==> src/rtl/prio_code_decoder_pkg.sv <==
// Constants shared by the priority encoder and decoder: code space, terminator
// and decoder FSM state encoding.
package prio_code_decoder_pkg;
   localparam int         WIDTH     = 16;
   localparam int         IDX_W     = $clog2(WIDTH);
   localparam logic [7:0] NONE_CODE = 8'hF0;

   localparam logic [1:0] ACCUM   = 2'd0;
   localparam logic [1:0] EMIT_HI = 2'd1;
   localparam logic [1:0] EMIT_LO = 2'd2;
endpackage

==> src/rtl/prio_code_decoder_idx_onehot.sv <==
// Turns an 8-bit index code into a WIDTH-bit one-hot vector; codes outside
// 0..WIDTH-1 produce an all-zero vector and in_range=0.
module idx_onehot
   import prio_code_decoder_pkg::*;
(
   input  logic [7:0]       code,
   output logic [WIDTH-1:0] onehot,
   output logic             in_range
);

   logic [WIDTH-1:0] one;

   assign one      = {{(WIDTH-1){1'b0}}, 1'b1};
   assign in_range = (code < 8'(WIDTH));
   assign onehot   = in_range ? (one << code[IDX_W-1:0]) : '0;

endmodule

==> src/rtl/prio_code_decoder.sv <==
// Rebuilds a WIDTH-bit vector from a frame of bit-index codes closed by NONE_CODE
// and streams it out as two bytes, high byte first.
module prio_code_decoder
   import prio_code_decoder_pkg::*;
#(
   parameter int MAX_CODES = 16
)
(
   input  logic       clk,
   input  logic       rst,
   input  logic [7:0] code_in,
   input  logic       code_valid,
   output logic       code_ready,
   output logic [7:0] out_byte,
   output logic       out_valid,
   output logic       out_last,
   input  logic       out_ready,
   input  logic       clr_flags,
   output logic       err_code,
   output logic       ovf,
   output logic [7:0] frame_cnt,
   output logic [1:0] dbg_state
);

   // Handshakes: a word moves on a rising edge where valid and ready are both high.
   // The producer holds data stable while valid & !ready; ready never depends on valid.
   localparam int CNT_W = $clog2(MAX_CODES + 1);

   logic [1:0]       state;
   logic [WIDTH-1:0] acc;
   logic [WIDTH-1:0] out_reg;
   logic [CNT_W-1:0] cnt;
   logic [WIDTH-1:0] onehot;
   logic             in_range;
   logic             code_xfer;
   logic             out_xfer;
   logic             is_none;
   logic             hit_max;
   logic             set_err;
   logic             set_ovf;

   idx_onehot u_idx_onehot (
      .code     (code_in),
      .onehot   (onehot),
      .in_range (in_range)
   );

   assign code_ready = (state == ACCUM);
   assign code_xfer  = code_valid & code_ready;
   assign out_xfer   = out_valid & out_ready;
   assign is_none    = (code_in == NONE_CODE);
   assign hit_max    = (cnt == CNT_W'(MAX_CODES - 1));
   assign set_err    = code_xfer & !in_range & !is_none;
   assign set_ovf    = code_xfer & in_range & hit_max;
   assign dbg_state  = state;

   always_ff @(posedge clk or posedge rst) begin
      if (rst) begin
         state     <= ACCUM;
         acc       <= '0;
         cnt       <= '0;
         out_reg   <= '0;
         frame_cnt <= 8'd0;
      end else begin
         case (state)
            ACCUM: begin
               if (code_xfer) begin
                  if (in_range) begin
                     if (hit_max) begin
                        out_reg <= acc | onehot;
                        acc     <= '0;
                        cnt     <= '0;
                        state   <= EMIT_HI;
                     end else begin
                        acc <= acc | onehot;
                        cnt <= cnt + 1'b1;
                     end
                  end else if (is_none) begin
                     out_reg <= acc;
                     acc     <= '0;
                     cnt     <= '0;
                     state   <= EMIT_HI;
                  end
               end
            end
            EMIT_HI: if (out_ready) state <= EMIT_LO;
            EMIT_LO: begin
               if (out_ready) begin
                  state     <= ACCUM;
                  frame_cnt <= frame_cnt + 8'd1;
               end
            end
            default: state <= ACCUM;
         endcase
      end
   end

   // A flag being set in the same cycle as clr_flags stays set.
   always_ff @(posedge clk or posedge rst) begin
      if (rst) begin
         err_code <= 1'b0;
         ovf      <= 1'b0;
      end else begin
         if (set_err)        err_code <= 1'b1;
         else if (clr_flags) err_code <= 1'b0;
         if (set_ovf)        ovf <= 1'b1;
         else if (clr_flags) ovf <= 1'b0;
      end
   end

   always_comb begin
      out_byte  = 8'h00;
      out_valid = 1'b0;
      out_last  = 1'b0;
      case (state)
         EMIT_HI: begin
            out_byte  = out_reg[WIDTH-1:WIDTH-8];
            out_valid = 1'b1;
         end
         EMIT_LO: begin
            out_byte  = out_reg[7:0];
            out_valid = 1'b1;
            out_last  = 1'b1;
         end
         default: ;
      endcase
   end

   logic unused_xfer;
   assign unused_xfer = out_xfer;

endmodule
==> config.mk <==
export PLATFORM = sky130hd
export DESIGN_NAME = prio_code_decoder
export DESIGN_NICKNAME = d
export VERILOG_FILES = /design/src/rtl/prio_code_decoder_pkg.sv /design/src/rtl/prio_code_decoder_idx_onehot.sv /design/src/rtl/prio_code_decoder.sv
export SDC_FILE = /design/constraint.sdc
export NUM_CORES = 1
export LEC_CHECK = 0
export CAP_MARGIN = 20
export CORE_UTILIZATION = 49
export DETAILED_ROUTE_END_ITERATION = 12
export PLACE_DENSITY_LB_ADDON = 0.12
export SYNTH_ARGS = -nofsm -noshare
export SYNTH_HDL_FRONTEND = slang
export SYNTH_SLANG_ARGS = --single-unit
==> constraint.sdc <==
create_clock -name clk -period 2.4 [get_ports clk]
set_clock_uncertainty 0.15 [all_clocks]
set_input_delay 0.48 -clock clk [delete_from_list [all_inputs] [get_ports clk]]
set_output_delay 0.48 -clock clk [all_outputs]
set_load 0.05 [all_outputs]
==> flow_metrics.env <==
export IMPL_route_detailed_vias_per_inst=5.38
export IMPL_die_height_um=73.1
export IMPL_final_replace_weighted_congestion=0.758
export IMPL_die_area_um2=5350
export IMPL_proportion_of_synthesized_flip_flops_having_asynchronous_set_or_reset_pct=100
export IMPL_route_final_wire_length_um=5090
export IMPL_initialDrtViolationCount=73
export IMPL_timing_max_slew_rel_slack_pct=58.0
export IMPL_postSynthCellCount=227
export IMPL_most_frequent_cells_in_the_layout="47 x dfrtp_1, 24 x clkdlybuf4s50_1, 20 x inv_1, 19 x buf_4, 18 x a21oi_1"
export IMPL_fin_nets=298
export IMPL_achievable_frequency_mhz=430
export IMPL_grt_start_max_net_pins=50
export IMPL_chain_of_cells_forming_the_critical_path="inv_1 > ha_4 > a22oi_1 > nor2b_4 > buf_12"
export IMPL_mappedNetlistNets=247
export IMPL_synth_edff_count=0
export IMPL_outcome="completed"
export IMPL_groute_layer_met1_usage_pct=29.3
export IMPL_fraction_of_final_layout_cells_sized_beyond_drive_strength_1_pct=20.4
export IMPL_path_clk_slew_ns=0.09
export IMPL_worstReg2RegStart="dbg_state[0]"
export IMPL_r2r_setup_slack_ns=0.39
export IMPL_grt_use_met2_pct=32.6
export IMPL_yosys_register_bits=49
export IMPL_power_per_cell_area_nw_per_um2=1250
export IMPL_unrepaired_setup_endpoints_after_global_routing="false"
export IMPL_clock_tree_from_tritoncts="done"
export IMPL_groute_layer_met3_usage_pct=4.70
export IMPL_syn_cell_area_um2=2480
export IMPL_power_static_leakage_nw=1.52
export IMPL_post_synthesis_mean_instance_area_um2=10.9
export IMPL_clock_path_buffers=2
export IMPL_worst_slew_pin_transition_ns=0.630
export IMPL_hp_class="register to register"
export IMPL_power_ir_vdd_worst_mv=0.764
export IMPL_cts_sink_count=49
export IMPL_fin_area_um2=3300
export IMPL_total_routing_usage_reported_by_global_routing_pct=21.3
export IMPL_timing_hold_violations_final=0
export IMPL_area_growth_pct=32.9
export IMPL_total_power_mw=4.12
export IMPL_ys_warn_count=0
export IMPL_pre_repair_dr_iteration_count=4
export IMPL_reg2regPathDepth=6
export IMPL_worstPathMaxFanout=14
export IMPL_drc_errors=0
export IMPL_floorplan_core_area_um2=4790
export IMPL_timing_final_setup_violations=0
export IMPL_drtAntennaViolNets=0
export IMPL_synth_area_leaders="dfrtp_1 49%, mux2i_1 6.9%, a22o_1 6.0%"
export IMPL_ys_types=41
export IMPL_path_class="register to primary output"
export IMPL_timing_hold_worst_path_depth=1
export IMPL_critical_path_endpoint_type="primary output"
export IMPL_tritoncts_num_buffers=5
export IMPL_floorplan_initialDensity_pct=51.8
export IMPL_ioPinCount=36
export IMPL_core_rowCount=25
export IMPL_finalMaxSlewViolations=0
export IMPL_die_width_um=73.1
export IMPL_postSynth_topFlopCell="dfrtp_1"
export IMPL_portBuffers=35
export IMPL_fin_util_pct=68.9
export IMPL_place_detailed_hpwl_um=3580
export IMPL_timing_final_ws_setup_ns=0.0731
export IMPL_layout_worst_path_cycle_share_pct=97.0
export IMPL_cp_data_required_time_ns=1.77
export IMPL_arrival_time_at_the_worst_endpoint_ns=1.70
export IMPL_hold_path_startpoint="frame_cnt[7]"
export IMPL_clk_insertion_delay_late_ns=0.30
export IMPL_post_synth_top_area_fraction_pct=49.4
export IMPL_ant_diodes=0
export IMPL_rr_endpoint="frame_cnt[7]"
export IMPL_critical_path_slowest_cell="dfrtp_2"
export IMPL_placedInstanceArea_um2=3140
export IMPL_globalRoute_busiestLayer="met2"
export IMPL_vias=1862
export IMPL_cts_htree_levels=2
export IMPL_grt_first_pass_wirelength_um=8600
export IMPL_final_critical_delay_including_setup_and_external_delays_ns=2.33
export IMPL_wire_length_per_cell_after_detailed_routing_um=14.7
export IMPL_drv_cap=0
export IMPL_cts_setup_buffers=0
export IMPL_grt_ovfl_total=0
export IMPL_timing_setup_tns_ns=0
export IMPL_worst_path_largest_cell_delay_ns=0.47
export IMPL_pre_cts_ws_ns=-0.188
export IMPL_ctsRootBufferMaster="clkbuf_8"
export IMPL_cp_startpoint_kind="register"
export IMPL_grt_antenna_before_repair=0
export IMPL_most_common_cell_after_layout_fill_and_taps_aside="dfrtp_1"
export IMPL_seq_area_frac_synth_pct=49.4
export IMPL_first_global_vias=1820
export IMPL_min_to="frame_cnt[7]"
export IMPL_yosysTopAreaCell="dfrtp_1"
-- worst max-delay path by stage --
| stage | slack, ns | endpoint | depth (start not counted) | start |
|---|---|---|---|---|
| 2_1_floorplan | 0.05 | out_byte[0] | 5 | dbg_state[0] |
| 6_report | 0.07 | out_byte[4] | 5 | dbg_state[0] |
| 3_5_place_dp | -0.19 | out_reg[4] | 5 | code_in[7] |
| 3_3_place_gp | -0.13 | out_reg[13] | 5 | code_in[7] |
| 5_1_grt | 0.0004 | out_byte[4] | 5 | dbg_state[0] |
| 4_1_cts | 0.05 | out_byte[4] | 4 | dbg_state[0] |
-- what timing repair did --
| action | in CTS | in global routing |
|---|---|---|
| hold buffers | 0 | 0 |
| setup endpoints to repair | 8 | 7 |
| endpoints found under the hold margin | 0 | 0 |
| gates resized for setup | 1 | 2 |
| pin swaps | 0 | 0 |
-- critical path, delay by kind of cell, from the launching register on --
family | cells | cell delay [ns]
fa+ha+maj | 1 | 0.27
compound gates | 1 | 0.13
flops | 1 | 0.47
simple gates | 1 | 0.16
buf+inv | 2 | 0.35
-- metrics by stage --
stage	hold WS (ns)	cells
2_1_floorplan	0.298	227
3_3_place_gp	0.313	338
3_5_place_dp	0.322	338
4_1_cts	0.336	346
5_1_grt	0.347	346
6_report	0.326	346
-- cells in the mapped netlist (2+ instances only) --
library cell and count:
dfrtp_1 49, buf_6 2, buf_12 2, buf_2 2, o2111ai_1 2, a22oi_1 8, inv_1 21, mux2i_1 17
nor3_1 2, or3_1 2, nor2b_1 8, a21oi_1 18, clkbuf_1 3, a211oi_1 2, and3_1 3, nor3b_1 5
xor2_1 3, nand2_1 10, o32ai_1 2, ha_1 7, xnor2_1 4, a22o_1 17, nor2_1 10, o21a_1 3
nand3_1 8, and2_1 2
-- area by class of cell --
type	count	area (µm²)
well taps	67	83.8
repair buffers	53	583
clock buffers	5	68.8
clock inverters	3	65.1
fillers	364	1490
flip-flops and latches	49	1230
multi-input cells	148	1190
inverters	21	78.8
-- where the power goes --
| group | total [mW] | switching (mW) | internal [mW] |
|---|---|---|---|
| clock network | 0.682 | 0.269 | 0.414 |
| logic | 2.37 | 1.29 | 1.09 |
| registers | 1.07 | 0.115 | 0.950 |
-- per-layer routing --
layer  vias up  wire [µm]
li1        913          -
met3         5        205
met2        47       2340
met4         0         55
met1       897       2490
met5         -          0
-- logic make-up (layout without fill, tap and decap cells) --
logic type | after synthesis | count (layout) | synth area share (%)
flip-flops | 49 | 49 | 49.4
multiplexers | 18 | 18 | 7.32
AND/OR/NAND/NOR | 57 | 57 | 13.2
AO/OA/AOI/OAI | 59 | 59 | 17.5
adder cells (fa/ha/maj) | 7 | 7 | 3.53
buffers and inverters | 30 | 82 | 6.56
XOR/XNOR | 7 | 7 | 2.47
No activity file was read; power rests on OpenSTA's default activity.
